## config.mk

```make
export PLATFORM = sky130hd
export DESIGN_NAME = cursor_ctrl
export DESIGN_NICKNAME = d
export VERILOG_FILES = /design/src/rtl/cursor_pkg.sv /design/src/rtl/cursor_press_latch.sv /design/src/rtl/cursor_ctrl.sv
export SDC_FILE = /design/constraint.sdc
export NUM_CORES = 1
export LEC_CHECK = 0
export BUFFER_PORTS_ARGS = -buffer_cell sky130_fd_sc_hd__buf_2
export CAP_MARGIN = 20
export CORE_MARGIN = 8
export CORE_UTILIZATION = 53
export DETAILED_ROUTE_END_ITERATION = 8
export HOLD_SLACK_MARGIN = 0.1
export PLACE_DENSITY = 0.77
export SLEW_MARGIN = 20
export SYNTH_ARGS = -nofsm -noshare
export SYNTH_HDL_FRONTEND = slang
export SYNTH_SLANG_ARGS = --single-unit
export TNS_END_PERCENT = 50
```

## constraint.sdc

```tcl
create_clock -name clk_in -period 3 [get_ports clk_in]
set_input_delay 0.15 -clock clk_in [delete_from_list [all_inputs] [get_ports clk_in]]
set_output_delay 0.15 -clock clk_in [all_outputs]
set_load 0.03 [all_outputs]
```

## src/rtl/cursor_pkg.sv

```systemverilog
// Shared constants and types for the cursor/brush controller.
// Direction bit positions, speed states and the axis decode helper.
package cursor_pkg;

  localparam int DIR_UP    = 3;
  localparam int DIR_DOWN  = 2;
  localparam int DIR_LEFT  = 1;
  localparam int DIR_RIGHT = 0;

  typedef enum logic [1:0] {
    IDLE,
    HOLD,
    CRUISE
  } speed_state_e;

  // Opposing buttons cancel; returns -1, 0 or +1.
  function automatic logic signed [1:0] axis_dir(
    input logic dec,
    input logic inc
  );
    unique case ({inc, dec})
      2'b10:   axis_dir = 2'sd1;
      2'b01:   axis_dir = -2'sd1;
      default: axis_dir = 2'sd0;
    endcase
  endfunction

endpackage

```

## src/rtl/cursor_press_latch.sv

```systemverilog
// Rising-edge detector with a sticky pending flag, cleared on consume.
// fire_out includes a same-cycle edge so a tap coinciding with consume is kept.
module press_latch (
  input  logic clk_in,
  input  logic rst_in,
  input  logic btn_in,
  input  logic consume_in,
  output logic fire_out
);

  logic btn_q;
  logic btn_d;
  logic pend_q;
  logic pend_d;
  logic rise;

  assign rise     = btn_in & ~btn_q;
  assign fire_out = pend_q | rise;

  always_comb begin
    btn_d  = btn_in;
    pend_d = consume_in ? 1'b0 : fire_out;
  end

  always_ff @(posedge clk_in or posedge rst_in) begin
    if (rst_in) begin
      btn_q  <= 1'b0;
      pend_q <= 1'b0;
    end else begin
      btn_q  <= btn_d;
      pend_q <= pend_d;
    end
  end

endmodule

```

## src/rtl/cursor_ctrl.sv

```systemverilog
// Per-frame cursor position, colour and stroke width update with
// hold-to-accelerate motion and wrap or clamp screen edges.
module cursor_ctrl
  import cursor_pkg::*;
#(
  parameter  int SCREEN_W     = 640,
  parameter  int SCREEN_H     = 480,
  parameter  int N_COLORS     = 16,
  parameter  int MAX_STROKE   = 7,
  parameter  int MAX_SPEED    = 8,
  parameter  int ACCEL_FRAMES = 4,
  parameter  int WRAP         = 0,
  localparam int X_W  = $clog2(SCREEN_W),
  localparam int Y_W  = $clog2(SCREEN_H),
  localparam int C_W  = $clog2(N_COLORS),
  localparam int S_W  = $clog2(MAX_STROKE + 1),
  localparam int SP_W = $clog2(MAX_SPEED + 1)
) (
  input  logic            clk_in,
  input  logic            rst_in,
  input  logic            nf_in,
  input  logic [3:0]      pos_con_in,
  input  logic            col_con_in,
  input  logic            sw_con_in,
  output logic [X_W-1:0]  cursor_loc_x,
  output logic [Y_W-1:0]  cursor_loc_y,
  output logic [C_W-1:0]  cursor_color,
  output logic [S_W-1:0]  stroke_width,
  output logic [SP_W-1:0] speed_out
);

  localparam int XS  = X_W + 1;
  localparam int YS  = Y_W + 1;
  localparam int H_W = $clog2(ACCEL_FRAMES + 1);

  speed_state_e   state_q, state_d;
  logic           nf_q, nf_d;
  logic [SP_W-1:0] spd_q, spd_d;
  logic [H_W-1:0] cnt_q, cnt_d;
  logic [H_W-1:0] cnt_nxt;
  logic [X_W-1:0] x_q, x_d, x_mv;
  logic [Y_W-1:0] y_q, y_d, y_mv;
  logic [C_W-1:0] c_q, c_d;
  logic [S_W-1:0] w_q, w_d;

  logic fe;
  logic fire_c;
  logic fire_w;
  logic moving;
  logic signed [1:0] dx;
  logic signed [1:0] dy;
  logic signed [XS-1:0] x_mag, x_delta, x_sum;
  logic signed [YS-1:0] y_mag, y_delta, y_sum;

  assign fe     = nf_in & ~nf_q;
  assign dx     = axis_dir(pos_con_in[DIR_LEFT], pos_con_in[DIR_RIGHT]);
  assign dy     = axis_dir(pos_con_in[DIR_UP], pos_con_in[DIR_DOWN]);
  assign moving = (dx != 2'sd0) || (dy != 2'sd0);

  press_latch u_col (
    .clk_in     (clk_in),
    .rst_in     (rst_in),
    .btn_in     (col_con_in),
    .consume_in (fe),
    .fire_out   (fire_c)
  );

  press_latch u_sw (
    .clk_in     (clk_in),
    .rst_in     (rst_in),
    .btn_in     (sw_con_in),
    .consume_in (fe),
    .fire_out   (fire_w)
  );

  assign x_mag = $signed(XS'(spd_q));
  assign y_mag = $signed(YS'(spd_q));

  always_comb begin
    x_delta = '0;
    y_delta = '0;
    if (dx == 2'sd1) x_delta = x_mag;
    else if (dx == -2'sd1) x_delta = -x_mag;
    if (dy == 2'sd1) y_delta = y_mag;
    else if (dy == -2'sd1) y_delta = -y_mag;
  end

  assign x_sum = $signed({1'b0, x_q}) + x_delta;
  assign y_sum = $signed({1'b0, y_q}) + y_delta;

  if (WRAP != 0) begin : g_wrap
    localparam logic signed [XS-1:0] X_EXT = XS'(SCREEN_W);
    localparam logic signed [YS-1:0] Y_EXT = YS'(SCREEN_H);
    always_comb begin
      if (x_sum[XS-1]) x_mv = X_W'(x_sum + X_EXT);
      else if (x_sum >= X_EXT) x_mv = X_W'(x_sum - X_EXT);
      else x_mv = X_W'(x_sum);
      if (y_sum[YS-1]) y_mv = Y_W'(y_sum + Y_EXT);
      else if (y_sum >= Y_EXT) y_mv = Y_W'(y_sum - Y_EXT);
      else y_mv = Y_W'(y_sum);
    end
  end else begin : g_clamp
    localparam logic signed [XS-1:0] X_LAST = XS'(SCREEN_W - 1);
    localparam logic signed [YS-1:0] Y_LAST = YS'(SCREEN_H - 1);
    always_comb begin
      if (x_sum[XS-1]) x_mv = '0;
      else if (x_sum > X_LAST) x_mv = X_W'(X_LAST);
      else x_mv = X_W'(x_sum);
      if (y_sum[YS-1]) y_mv = '0;
      else if (y_sum > Y_LAST) y_mv = Y_W'(Y_LAST);
      else y_mv = Y_W'(y_sum);
    end
  end

  always_comb begin
    nf_d    = nf_in;
    state_d = state_q;
    spd_d   = spd_q;
    cnt_d   = cnt_q;
    x_d     = x_q;
    y_d     = y_q;
    c_d     = c_q;
    w_d     = w_q;
    // The entering frame counts as the first held frame.
    cnt_nxt = (state_q == IDLE) ? H_W'(1) : cnt_q + H_W'(1);
    if (fe) begin
      if (fire_c)
        c_d = (c_q == C_W'(N_COLORS - 1)) ? '0 : c_q + C_W'(1);
      if (fire_w)
        w_d = (w_q == S_W'(MAX_STROKE)) ? S_W'(1) : w_q + S_W'(1);
      if (!moving) begin
        state_d = IDLE;
        spd_d   = SP_W'(1);
        cnt_d   = '0;
      end else begin
        x_d = x_mv;
        y_d = y_mv;
        if (state_q != CRUISE) begin
          if (cnt_nxt == H_W'(ACCEL_FRAMES)) begin
            cnt_d = '0;
            if (spd_q != SP_W'(MAX_SPEED))
              spd_d = spd_q + SP_W'(1);
          end else begin
            cnt_d = cnt_nxt;
          end
          state_d = (spd_d == SP_W'(MAX_SPEED)) ? CRUISE : HOLD;
        end
      end
    end
  end

  always_ff @(posedge clk_in or posedge rst_in) begin
    if (rst_in) begin
      nf_q    <= 1'b0;
      state_q <= IDLE;
      spd_q   <= SP_W'(1);
      cnt_q   <= '0;
      x_q     <= X_W'(SCREEN_W / 2);
      y_q     <= Y_W'(SCREEN_H / 2);
      c_q     <= '0;
      w_q     <= S_W'(1);
    end else begin
      nf_q    <= nf_d;
      state_q <= state_d;
      spd_q   <= spd_d;
      cnt_q   <= cnt_d;
      x_q     <= x_d;
      y_q     <= y_d;
      c_q     <= c_d;
      w_q     <= w_d;
    end
  end

  assign cursor_loc_x = x_q;
  assign cursor_loc_y = y_q;
  assign cursor_color = c_q;
  assign stroke_width = w_q;
  assign speed_out    = spd_q;

endmodule

```

# --- After elaboration in Yosys (flattened, before gate mapping) ---
# Cells that the tools add are included.
# W data, S select, Z words.
op_classes:
  muxes: 28
  n_addsub: 8
  n_lt_le_gt_ge: 2
  reduce_logical: 8
  n_eq_ne: 15
  bitwise: 8
ops:
  columns: ["operator", "count"]
  rows:
  - ["$mux W10", 4]
  - ["$mux W4", 8]
  - ["$mux W11", 2]
  - ["$mux W9", 2]
  - ["$mux W3", 5]
  - ["$add A11 B11 Y11", 1]
  - ["$gt A11 B11 Y1 const B", 1]
  - ["$neg A4 Y11", 1]
  - ["$add A10 B10 Y10", 1]
  - ["$gt A10 B10 Y1 const B", 1]
  - ["$neg A4 Y10", 1]
  - ["$add A4 B1 Y4 const B", 2]
  - ["$eq A2 B1 Y1 const B", 4]
  - ["$eq A2 B2 Y1 const B", 4]
  - ["$eq A4 B4 Y1 const B", 2]
  - ["$pmux W2 S2", 2]
  - ["$reduce_and A2 Y1", 4]
  - ["$add A3 B1 Y3 const B", 2]
  - ["$eq A3 B3 Y1 const B", 2]
  - ["$mux W2", 3]
  - ["$ne A4 B4 Y1 const B", 1]
  - ["$reduce_bool A2 Y1", 2]
  - ["$and A1 B1 Y1", 3]
  - ["$not A1 Y1", 3]
  - ["6 further kinds", 8]
word_totals:
  word_cells: 81
  ff_bits: 40

# --- Logic depth before layout (Yosys ltp) ---
depth:
  depth_word: 11
  depth_mapped: 14
  ltp_nobuf: 13

# --- By module ---
# A second synthesis with hierarchy kept.
hier_totals:
  cells_unflattened: 327
  hier_area_um2: 3004.1
by_module_without_submodules:
  columns: ["module", "area_per_inst_um2", "seq_area_each_um2", "n_inst", "cells_each"]
  rows:
  - ["cursor_ctrl", 2836.5, 910.9, 1, 313]
  - ["press_latch", 83.8, 50.0, 2, 7]

# --- Worst setup path before layout ---
# No wires, ideal clock.
synth_timing:
  path_type: "register to register"
  startpoint: "register spd_q[0], in the netlist speed_out[0]"
  endpoint: "register x_q[8], in the netlist cursor_loc_x[8]"
  path_buffers: 2
  synth_period_minus_slack_ns: 3.340
  required_ns: 2.895
  path_stages_with_launch: 14
  arrival_ns: 3.234
  setup_slack_ns: -0.340
  path_cell_list: "dfstp_2 -> clkbuf_1 -> inv_1 -> ha_1 -> a22o_1 -> inv_1 -> fa_1 -> nand3b_1 -> a31oi_1 -> o22ai_1 -> xnor2_1 -> nand2b_1 -> buf_2 -> o41ai_1"
synth_between:
  elab_chain_cells: 7
synth_rtl:
  columns: ["item", "line", "source"]
  rows:
  - ["start: declaration", "cursor_ctrl.sv:38", "logic [SP_W-1:0] spd_q, spd_d;"]
  - ["start signal: assignment", "cursor_ctrl.sv:165", "spd_q <= spd_d;"]
  - ["$neg A4 Y11", "cursor_ctrl.sv:83", "else if (dx == -2'sd1) x_delta = -x_mag;"]
  - ["$mux W11", "cursor_ctrl.sv:83", null]
  - ["$mux W11 (*)", "cursor_ctrl.sv:82", "if (dx == 2'sd1) x_delta = x_mag;"]
  - ["$add A11 B11 Y11 (*)", "cursor_ctrl.sv:88", "assign x_sum = $signed({1'b0, x_q}) + x_delta;"]
  - ["$gt A11 B11 Y1", "cursor_ctrl.sv:107", "else if (x_sum > X_LAST) x_mv = X_W'(X_LAST);"]
  - ["$mux W10", "cursor_ctrl.sv:107", null]
  - ["$mux W10 (*)", "cursor_ctrl.sv:106", "if (x_sum[XS-1]) x_mv = '0;"]
  - ["end signal: assignment", "cursor_ctrl.sv:158", "x_q <= X_W'(SCREEN_W / 2);"]
  - ["end: declaration", "cursor_ctrl.sv:41", "logic [X_W-1:0] x_q, x_d, x_mv;"]
# Every way passes the cells marked *; elsewhere a longest branch is shown, timed or not.
# A chain may end at the register's enable or synchronous reset.

# --- Worst setup path in the final report ---
layout_timing:
  startpoint: "register spd_q[0], in the netlist speed_out[0]"
  endpoint: "register y_q[3], in the netlist cursor_loc_y[3]"
layout_between:
  elab_chain_cells: 7
layout_rtl:
  columns: ["item", "line", "source"]
  rows:
  - ["$neg A4 Y10", "cursor_ctrl.sv:85", "else if (dy == -2'sd1) y_delta = -y_mag;"]
  - ["$mux W10", "cursor_ctrl.sv:85", null]
  - ["$mux W10 (*)", "cursor_ctrl.sv:84", "if (dy == 2'sd1) y_delta = y_mag;"]
  - ["$add A10 B10 Y10 (*)", "cursor_ctrl.sv:89", "assign y_sum = $signed({1'b0, y_q}) + y_delta;"]
  - ["$gt A10 B10 Y1", "cursor_ctrl.sv:110", "else if (y_sum > Y_LAST) y_mv = Y_W'(Y_LAST);"]
  - ["$mux W9", "cursor_ctrl.sv:110", null]
  - ["$mux W9 (*)", "cursor_ctrl.sv:109", "if (y_sum[YS-1]) y_mv = '0;"]
  - ["end signal: assignment", "cursor_ctrl.sv:159", "y_q <= Y_W'(SCREEN_H / 2);"]
  - ["end signal: assignment", "cursor_ctrl.sv:168", "y_q <= y_d;"]
  - ["end: declaration", "cursor_ctrl.sv:42", "logic [Y_W-1:0] y_q, y_d, y_mv;"]
# Marks and branches as above.

==> impl_metrics.env <==
export IMPL_synthCells=344
export IMPL_path_class="register to register"
export IMPL_wl_mm=7.90
export IMPL_final_common_cell="buf_2"
export IMPL_fin_skew_ns=0.00226
export IMPL_synth_edf_count=0
export IMPL_grt_overflow=0
export IMPL_initial_utilization_pct=55.3
export IMPL_synth_top_family_by_area="compound AO/OA/AOI/OAI gates"
export IMPL_synthMuxAreaShare_pct=2.19
export IMPL_synth_adder_area_share_pct=13.9
export IMPL_ys_warn_count=0
export IMPL_r2r_end="cursor_loc_y[3]"
export IMPL_die_h_um=92.3
export IMPL_r2r_start="speed_out[0]"
export IMPL_status="finished with violations"
export IMPL_ys_async_sr_fraction_pct=100
export IMPL_synth_seq_cells=40
export IMPL_finish_utilization_pct=69.8
export IMPL_cts_buffers=5
export IMPL_total_leakage_power_nw=1.82
export IMPL_avgSynthCellArea_um2=8.96
export IMPL_whs_endpoint="cursor_loc_y[1]"
export IMPL_failed_checks="setup timing"
export IMPL_ant_nets=0
export IMPL_area_delta_synth_final_pct=26.2
export IMPL_clockBufferDepth=2
export IMPL_viasPerCell=5.85
export IMPL_rsz0062_at_grt="yes"
export IMPL_num_rows=27
export IMPL_synth_compound_gate_area_share_pct=24.7
export IMPL_fin_crit_ns=3.00
export IMPL_hold_violations=0
export IMPL_ys_top_cells_by_area="dfrtp_1, ha_1, dfstp_2"
export IMPL_synthesis_area_um2=3080
export IMPL_startpoint_type="register"
export IMPL_peakVddDrop_mv=0.562
export IMPL_drtIter0Drc=193
export IMPL_drc=0
export IMPL_hold_class="input port to register"
export IMPL_worst_ep_arrival_time_ns=3.23
export IMPL_synth_simple_area_share_pct=17.8
export IMPL_grt_pass1_vias=2826
export IMPL_whs_ns=0.336
export IMPL_num_io_pins=39
export IMPL_final_cell_mix="buf_2, nand2_1, dfrtp_1"
export IMPL_synth_distinct_cells=60
export IMPL_dieArea_um2=8510
export IMPL_antenna_found_initial=0
export IMPL_drive_above_1_share_pct=31.8
export IMPL_yosysTopAreaCellShare_pct=26.0
export IMPL_dpl_hpwl_mm=5.52
export IMPL_cts_clk_slew_worst_paths_ns=0.08
export IMPL_numPortBuffers=38
export IMPL_worst_slack_ns=-0.00228
export IMPL_tightest_slew_ns=0.844
export IMPL_min_path_cells=4
export IMPL_layout_nets=453
export IMPL_core_area_um2=5570
export IMPL_pre_cts_ws_ns=-0.0491
export IMPL_cts_tree="done"
export IMPL_synth_net_count=386
export IMPL_root_buffer="clkbuf_8"
export IMPL_die_w_um=92.3
export IMPL_gp_routability_congestion=0.869
export IMPL_cp_max_fo=6
export IMPL_postPlaceCellArea_um2=3480
export IMPL_required_ns=3.23
export IMPL_final_cell_area_um2=3890
export IMPL_num_antenna_cells=0
export IMPL_slew_headroom_pct=43.6
export IMPL_setup_viol=1
export IMPL_period_share_pct=100
export IMPL_crit_path_end_kind="register"
export IMPL_synth_seq_area_share_pct=32.8
export IMPL_clock_latency_ns=0.30
export IMPL_synth_flop_cell="dfrtp_1"
export IMPL_p_per_area_nw_per_um2=796
export IMPL_hold_start="pos_con_in[3]"
export IMPL_vias=2831
export IMPL_cap_violations=0
export IMPL_htree_levels=2
export IMPL_r2r_cells=12
export IMPL_numClockSinks=40
export IMPL_synth_top_area_cell="dfrtp_1"
export IMPL_max_freq_ghz=0.333
export IMPL_grtUsageTotal_pct=18.1
export IMPL_ff2ff_setup_slack_ns=-0.002
export IMPL_synth_xor_xnor_area_share_pct=3.98
export IMPL_grt_pass1_wl_mm=12.9
export IMPL_wire_per_inst_um=16.3
export IMPL_report_final_slew_viol_count=0
export IMPL_dr_pass1_iters=4
export IMPL_grt_max_degree=41
-- where the power goes --
group	switching (mW)	internal [mW]
Clock	0.204	0.246
Combinational	1.05	0.712
Sequential	0.158	0.727
Total	1.41	1.69
-- worst max-delay path by stage --
stage / depth (start not counted) / slack [ns] / start / end
global route: 12 / -0.13 / speed_out[0] / cursor_loc_y[3]
CTS: 12 / 0.006 / speed_out[0] / cursor_loc_y[4]
finish: 12 / -0.002 / speed_out[0] / cursor_loc_y[3]
global placement: 11 / 0.07 / speed_out[0] / cursor_loc_y[4]
detailed placement: 11 / -0.05 / speed_out[0] / cursor_loc_x[1]
floorplan: 12 / 0.01 / speed_out[0] / cursor_loc_x[5]
-- area by class of cell --
cell class | instances | area (µm²)
multi-input cells | 269 | 2130
fillers | 419 | 1680
flip-flops and latches | 40 | 1010
repair buffers | 69 | 445
inverters | 26 | 100
well taps | 72 | 90.1
clock buffers | 5 | 68.8
clock inverters | 3 | 42.5
-- registers in the layout, summed over array words and instances, names as in the netlist, 2 cells and up --
signal / flops
cursor_color: 4
cursor_loc_y: 9
cnt_q: 3
stroke_width: 3
cursor_loc_x: 10
state_q: 2
speed_out: 4
-- stage by stage --
step                setup TNS, ns  std cells  total power [mW]
global placement                0        462              2.40
detailed placement         -0.137        462              2.45
CTS                             0        474              2.92
floorplan                       0        344              2.05
global route               -0.561        484              3.30
finish                   -0.00228        484              3.10
-- cells in the mapped netlist, types with 3 or more instances --
cell type  count
o21ai_0       16
ha_1          31
clkbuf_1       6
a22o_1         5
a21o_1         5
dfstp_2        8
nand4_1        4
dfrtp_1       32
nor2b_1        7
nor3_1         5
o211ai_1       3
a32oi_1        3
xor2_1         5
or3_1          4
o22ai_1        3
nand3_1        5
a31oi_1        4
a21oi_1       25
nand3b_1       3
a22oi_1        4
o21a_1         3
nor2_1        25
nand2_1       38
inv_1         26
nand2b_1       5
and2_1         4
mux2_2         6
o21ai_1        8
a211oi_1       4
xnor2_1        9
-- repair_timing --
| item | in CTS | in global routing |
|---|---|---|
| pin swaps | 0 | 14 |
| hold buffers | 4 | 0 |
| gates resized for setup | 3 | 33 |
| hold endpoints to repair | 35 | 0 |
| endpoints found under the setup margin | 12 | 18 |
| setup buffers | 0 | 10 |
-- per-layer routing --
metal  GRT usage [%]  share of wire (%)  up-vias
met5               0                  0        -
met4            7.11                2.0        0
met3            4.16                4.6       14
met2            30.2                 50       75
met1            21.9                 44     1356
li1                -                  -     1386
-- worst max-delay path, cell delays in order, from the launching register on --
cell,delay [ns]
dfstp_2,0.60
inv_4,0.06
ha_4,0.18
nor2_2,0.12
nand3b_1,0.09
o21ai_0,0.13
ha_1,0.32
nor2b_4,0.16
o31a_4,0.29
o22a_2,0.21
a2111oi_4,0.52
nor2_1,0.12
o21ai_1,0.13
-- kinds of logic after synthesis --
group	after synthesis
compound gates	106
buf+inv	35
mux	6
fa+ha+maj	33
simple gates	110
flops	40
xor+xnor	14
Note: power is estimated with default switching activity, not from simulation.
